**src/rtl/squid_rs_encoder.sv**
```systemverilog
// Systematic Reed-Solomon encoder over GF(16), g(x) = x^2 + 3x + 2, valid/ready in and out.
// Optional output error injection (inj_en/inj_mask ports) is enabled by defining SQUID_ENC_ERR_INJ_EN.
module squid_rs_encoder #(
  parameter int DATA_SYMS = 8
) (
  input  logic       clk,
  input  logic       rst_n,
  input  logic       s_valid,
  output logic       s_ready,
  input  logic [3:0] s_data,
  output logic       m_valid,
  input  logic       m_ready,
  output logic [3:0] m_data,
  output logic       m_is_parity,
  output logic       m_last
`ifdef SQUID_ENC_ERR_INJ_EN
  ,
  input  logic       inj_en,
  input  logic [3:0] inj_mask
`endif
);

  localparam int CW = (DATA_SYMS > 1) ? $clog2(DATA_SYMS) : 1;
  localparam logic [CW-1:0] LAST_CNT = CW'(DATA_SYMS - 1);

  typedef enum logic [1:0] {ST_DATA, ST_PAR1, ST_PAR0} state_t;

  state_t        state;
  logic [CW-1:0] cnt;
  logic [3:0]    p1;
  logic [3:0]    p0;
  logic [3:0]    fb;
  logic [3:0]    inj_xor;
  logic          load;

  // Carry-less 4x4 multiply followed by reduction modulo x^4 + x + 1.
  function automatic logic [3:0] gfmul(input logic [3:0] a, input logic [3:0] b);
    logic [6:0] prod;
    prod = 7'd0;
    for (int i = 0; i < 4; i++) begin
      if (b[i]) prod = prod ^ ({3'b000, a} << i);
    end
    for (int i = 6; i >= 4; i--) begin
      if (prod[i]) prod = prod ^ (7'b0010011 << (i - 4));
    end
    return prod[3:0];
  endfunction

  assign load    = !m_valid || m_ready;
  assign s_ready = (state == ST_DATA) && load;
  assign fb      = s_data ^ p1;

`ifdef SQUID_ENC_ERR_INJ_EN
  assign inj_xor = inj_en ? inj_mask : 4'h0;
`else
  assign inj_xor = 4'h0;
`endif

  // Parity LFSR always runs on the clean input; only the emitted symbol sees injection.
  always_ff @(posedge clk or negedge rst_n) begin
    if (!rst_n) begin
      state       <= ST_DATA;
      cnt         <= '0;
      p1          <= 4'h0;
      p0          <= 4'h0;
      m_valid     <= 1'b0;
      m_data      <= 4'h0;
      m_is_parity <= 1'b0;
      m_last      <= 1'b0;
    end else if (load) begin
      case (state)
        ST_DATA: begin
          if (s_valid) begin
            m_valid     <= 1'b1;
            m_data      <= s_data ^ inj_xor;
            m_is_parity <= 1'b0;
            m_last      <= 1'b0;
            p1          <= p0 ^ gfmul(fb, 4'h3);
            p0          <= gfmul(fb, 4'h2);
            if (cnt == LAST_CNT) begin
              cnt   <= '0;
              state <= ST_PAR1;
            end else begin
              cnt <= cnt + 1'b1;
            end
          end else begin
            m_valid <= 1'b0;
          end
        end
        ST_PAR1: begin
          m_valid     <= 1'b1;
          m_data      <= p1 ^ inj_xor;
          m_is_parity <= 1'b1;
          m_last      <= 1'b0;
          state       <= ST_PAR0;
        end
        ST_PAR0: begin
          m_valid     <= 1'b1;
          m_data      <= p0 ^ inj_xor;
          m_is_parity <= 1'b1;
          m_last      <= 1'b1;
          p1          <= 4'h0;
          p0          <= 4'h0;
          state       <= ST_DATA;
        end
        default: begin
          m_valid <= 1'b0;
          state   <= ST_DATA;
        end
      endcase
    end
  end

endmodule

```
**config.mk**
```make
export PLATFORM = sky130hd
export DESIGN_NAME = squid_rs_encoder
export DESIGN_NICKNAME = d
export VERILOG_FILES = /design/src/rtl/squid_rs_encoder.sv
export SDC_FILE = /design/constraint.sdc
export NUM_CORES = 1
export LEC_CHECK = 0
export BUFFER_PORTS_ARGS = -buffer_cell sky130_fd_sc_hd__buf_4
export CAP_MARGIN = 5
export CORE_ASPECT_RATIO = 2
export CORE_UTILIZATION = 36
export DETAILED_ROUTE_END_ITERATION = 8
export PLACE_DENSITY = 0.51
export SLEW_MARGIN = 5
export SYNTH_ARGS = -nofsm -noshare
export SYNTH_HDL_FRONTEND = slang
export SYNTH_SLANG_ARGS = --single-unit
```
**constraint.sdc**
```tcl
create_clock -name clk -period 1.7 [get_ports clk]
set_input_delay 0.17 -clock clk [delete_from_list [all_inputs] [get_ports clk]]
set_output_delay 0.17 -clock clk [all_outputs]
set_load 0.01 [all_outputs]
```
Word level (Yosys, flattened, before mapping):

Index checks and enable logic that the tools add are counted.
Widths: inputs -> output; s select.

* register bits: 20
* latch bits: 0
* RAM bits: 0
* bits in read-only memories: 0
* bits of input ports: 8
* output and inout bits: 8
* word-level logic and storage cells: 81
* memories: 0

* add/sub/neg operators: 1
* multiply operators: 0
* divide/modulo/power cells: 0
* magnitude comparators: 0
* equality and inequality tests: 5
* shift-type cells: 0
* muxes and demuxes: 45
* bitwise gates (word level): 9
* reductions and logical operators: 13

Operator list (number)
* $mux 7: 9
* $mux 6: 6
* $mux 4: 8
* $mux 5: 6
* $pmux 4 s2: 2
* $reduce_and 3->1: 5
* $not 2->2: 6
* $pmux 4 s3: 1
* $mux 3: 3
* $mux 2: 4
* $xor 4x4->4: 2
* $xor 7x5->7: 1
* $pmux 1 s2: 2
* $pmux 2 s2: 1
* $reduce_bool 2->1: 2
* $add 3x1->3 const B: 1
* $eq 3x3->1 const B: 1
* $pmux 1 s3: 1
* $reduce_bool 3->1: 1
* $eq 2x1->1 const B: 1
* $eq 2x2->1 const B: 1
* $logic_not 2->1: 1
* $mux 1: 2
* $ne 2x1->1 const B: 1
* 5 further kinds: 5

Logic depth before layout (Yosys ltp):

* depth in word-level cells: 26
* gate-level depth with buffers: 8
* mapped depth without buffers: 6

Worst setup path after synthesis:

No wires, ideal clock.

* path kind: register to register
* start point: register state[0]
* end point: register m_data[0]
* library setup time: 0.125 ns
* data arrival time: 1.426 ns
* required time: 1.575 ns
* setup slack: 0.150 ns
* cell stages (with the launch flop): 6
* path buffers: 0
* period minus slack after synthesis: 1.550 ns
* cells stage by stage: dfrtp_1 inv_1 ha_1 nor2b_1 nor3_4 mux2_2

* word-level cells in the longest chain between the ends: 3
* elaborated cells between the ends (all ways): 7
* classes of those cells: 3 x eq/ne; 1 x mux; 3 x reduce/logical

Ends and longest elaborated chain
* from (decl): RTL line 28 `state_t state;`
* from (signal assigned): RTL line 62 `state <= ST_DATA;`
* from (signal assigned): RTL line 82 `state <= ST_PAR1;`
* from (signal assigned): RTL line 95 `state <= ST_PAR0;`
* $eq 2x1->1, or another cell as far along: RTL line 71 `case (state)`
* $reduce_bool 3->1 (no source line) / $ne 2x2->1 (equally long branches)
* $reduce_and 3->1 (no source line)
* to (signal assigned): RTL line 75 `m_data <= s_data ^ inj_xor;`
* to (signal assigned): RTL line 92 `m_data <= p1 ^ inj_xor;`
* to (signal assigned): RTL line 99 `m_data <= p0 ^ inj_xor;`
* to (decl): RTL line 13 `output logic [3:0] m_data,`

Several ways; a longest one is shown, not always the timed one.
A chain may end at the register's enable or synchronous reset.

Worst setup path after layout:

* start point: register state[0]
* end point: register p0[1]

* word-level cells in the longest chain between the ends: 3
* elaborated cells between the ends (all ways): 6
* classes of those cells: 2 x eq/ne; 1 x mux; 3 x reduce/logical

Ends and longest elaborated chain
* $eq 2x2->1 / $logic_not 2->1 (equally long branches): RTL line 71
* $reduce_bool 2->1 (no source line) / $ne 2x2->1 (equally long branches)
* $reduce_and 3->1 (no source line)
* to (signal assigned): RTL line 79 `p0 <= gfmul(fb, 4'h2);`
* to (decl): RTL line 31 `logic [3:0] p0;`

Several ways; a longest one is shown, not always the timed one.

==> impl_results.md <==
* Status: finished, final reports clean
* CP startpoint kind: flip-flop
* CTS tree: built
* DP HPWL at 1790 um
* Most common cell in the netlist: dfrtp_1
* Max incr delay on CP at 0.38 ns
* Root Buffer: clkbuf_8
* Die area at 0.00345 sq mm
* TritonCTS sink count at 20
* Layout cells sized above 1 at 0.336
* Post-route insts no fill at 158
* Register area share after synthesis at 0.434
* Worst Max-Slew Pin Slew at 0.419 ns
* Total Nets Final at 145
* Crit-path cells: inv_1 > ha_2 > nand2b_1 > a21o_1 > a22o_1
* Total CTS buffers at 3
* DRT Pass-1 Iters at 4
* I/O pin total at 16
* DRT Wirelength at 2330 um
* Total track usage at 0.153
* Max Freq at 0.630 GHz
* #FFs+latches synth at 20
* DR iter-0 viols at 11
* Clock Skew at 0.00376 ns
* Initial antenna violation count at 0
* I/O Buffers at 15
* Total number of vias at 789
* Die Wd at 42.0 um
* Layout area overhead at 23.0%
* Pin count of the biggest net entering global routing at 21
* CP Capture Type: flip-flop
* Setup Viol. Count Final at 0
* Worst hold slack at 0.234 ns
* Placed insts at 149
* Final setup TNS at 0 ns
* Worst vdd ir at 0.810 mV
* Finished layout cell area at 0.00142 sq mm
* Clock Path Buffers at 2
* # Max-Cap Violations at 0
* Initial core utilization at 0.383
* RSZ-0062 raised after global routing: false
* Post-layout min period at 1.59 ns
* Vias in the first global route at 798
* Drt via density at 4.99
* Main synth FF type: dfrtp_1
* Number of enable flip-flop cells after synthesis at 0
* Worst path arrival time at 1.73 ns
* Die Span Y at 82.1 um
* Mapped cell area at 0.00115 sq mm
* Top cells by count, synth: 20 x dfrtp_1, 10 x nand2_1, 9 x a21oi_1, 9 x mux2_2, 8 x ha_1
* Number of buffers and inverters on the critical path at 1
* Synthesized Nets at 121
* Crit path required time at 1.84 ns
* Antenna-violating nets left at 0
* Core ar. at 0.00301 sq mm
* Drt wl/cell at 14.7 um
* Power Total at 2.80 mW
* Antenna cells at 0
* Dpl ws at 0.0195 ns
* Crit path kind: flip-flop to flip-flop
* Final period util at 0.934
* Final-report max-slew violation count at 0
* Slowest-stage cell, CP: dfrtp_1
* Final core utilization at 0.471
* Wire length of the first global-routing pass at 3840 um
* Pwr/cell area at 1970 mW/mm^2
* Row count at 28
* Cells after Synth at 105
* Asr flop ratio synth at 1.00
* Top Family by Delay on Critical Path: compound AO/OA/AOI/OAI gates
* Synth top area cells: dfrtp_1 43%, mux2_2 8.8%, ha_1 8.7%
* Number of distinct library cells after synthesis at 26
* Mapped Avg Cell Area at 11.0 sq um
* Max_slew headroom at 0.720
* Routability cong. at 0.748
* Top cell type's share of synthesized area at 0.434
* Later-pin clock latency in the skew report at 0.25 ns
* Drt drc at 0
* PnR worst setup slack at 0.112 ns
* H-tree depth at 1
* Hold crit path type: input port to flip-flop
* Total congestion overflow at 0
* Post-Place Cell Area at 0.00130 sq mm
* Hold Fails Final Rpt at 0
* Max Fanout on Critical Path at 10
* Synth warn at 0
* Cell taking the most area after synthesis: dfrtp_1
* Leak pwr at 0.652 nW
* Clock slew seen by the registers of the worst setup and hold paths at 0.07 ns
## what timing repair did
| action | 4_1_cts | 5_1_grt |
|---|---|---|
| gates resized for setup | 0 | 5 |
| hold buffers | 1 | 0 |
| buffers inserted | 0 | 4 |
| setup endpoints to repair | 0 | 15 |
| hold endpoints to repair | 20 | 0 |
## worst register-to-register path: stages (launching register included)
cell and delay, ns:
dfrtp_1 0.38, inv_1 0.16, ha_2 0.28, nand2b_1 0.07, a21o_1 0.29, a22o_1 0.29
## cell families (layout without fill, tap and decap cells)
| family | after synthesis | in the layout | synth area share |
|---|---|---|---|
| AOI/OAI and AO/OA | 25 | 25 | 0.140 |
| xor gates and xnor gates | 11 | 11 | 0.108 |
| buffers and inverters | 9 | 32 | 0.0358 |
| and+or+nand+nor | 23 | 23 | 0.107 |
| DFF | 20 | 20 | 0.434 |
| muxes | 9 | 9 | 0.0879 |
| adders and majority gates | 8 | 8 | 0.0868 |
## worst paths after layout
| path | depth (start not counted) | startpoint | to | slack (ns) |
|---|---|---|---|---|
| worst min register to register | 1 | m_data[3] | m_data[3] | 0.51 |
| max in group asynchronous | 2 | rst_n | m_last | 1.15 |
| worst max register to register | 5 | state[0] | p0[1] | 0.11 |
| worst min-delay path | 3 | s_valid | m_valid | 0.23 |
| min in group asynchronous | 2 | rst_n | p1[3] | 0.33 |
| worst max-delay path | 5 | state[0] | p0[1] | 0.11 |
## routing by layer
metal / wire length [um] / up-vias / GRT usage
met2: 1330 / 8 / 0.294
met5: 0 / - / 0
li1: - / 406 / -
met3: 38 / 2 / 0.0132
met1: 934 / 373 / 0.163
met4: 21 / 0 / 0.0750
## placed cells by master (no fill, tap or decap), types with 3 or more instances in the layout
master	synthesis	layout
ha_1	8	6
buf_4	2	22
clkbuf_8	0	4
dfrtp_1	20	20
a22oi_1	4	4
nand2_1	10	10
xnor2_1	4	4
a21oi_1	9	9
mux2_2	9	9
nor2_1	6	5
inv_1	5	5
o22ai_1	3	3
xor2_1	4	4
## final cells by class
class                           count  area [sq um]
Clock buffer                        4          55.1
Sequential cell                    20           500
Timing Repair Buffer               23           175
Inverter                            5          18.8
Multi-Input combinational cell     76           632
Tap cell                           30          37.5
Fill cell                         292          1590
## where the power goes
group / internal (mW) / leakage, nW / switching, mW
registers: 0.707 / 0.246 / 0.158
clock network: 0.206 / 0.0288 / 0.153
logic: 0.842 / 0.378 / 0.735
## state kept, by name, summed over array words and instances, names as in the netlist
name and flops:
m_data 4, p0 4, p1 4, cnt 3, state 2, m_is_parity 1
m_last 1, m_valid 1
(Power assumes the default switching activity.)
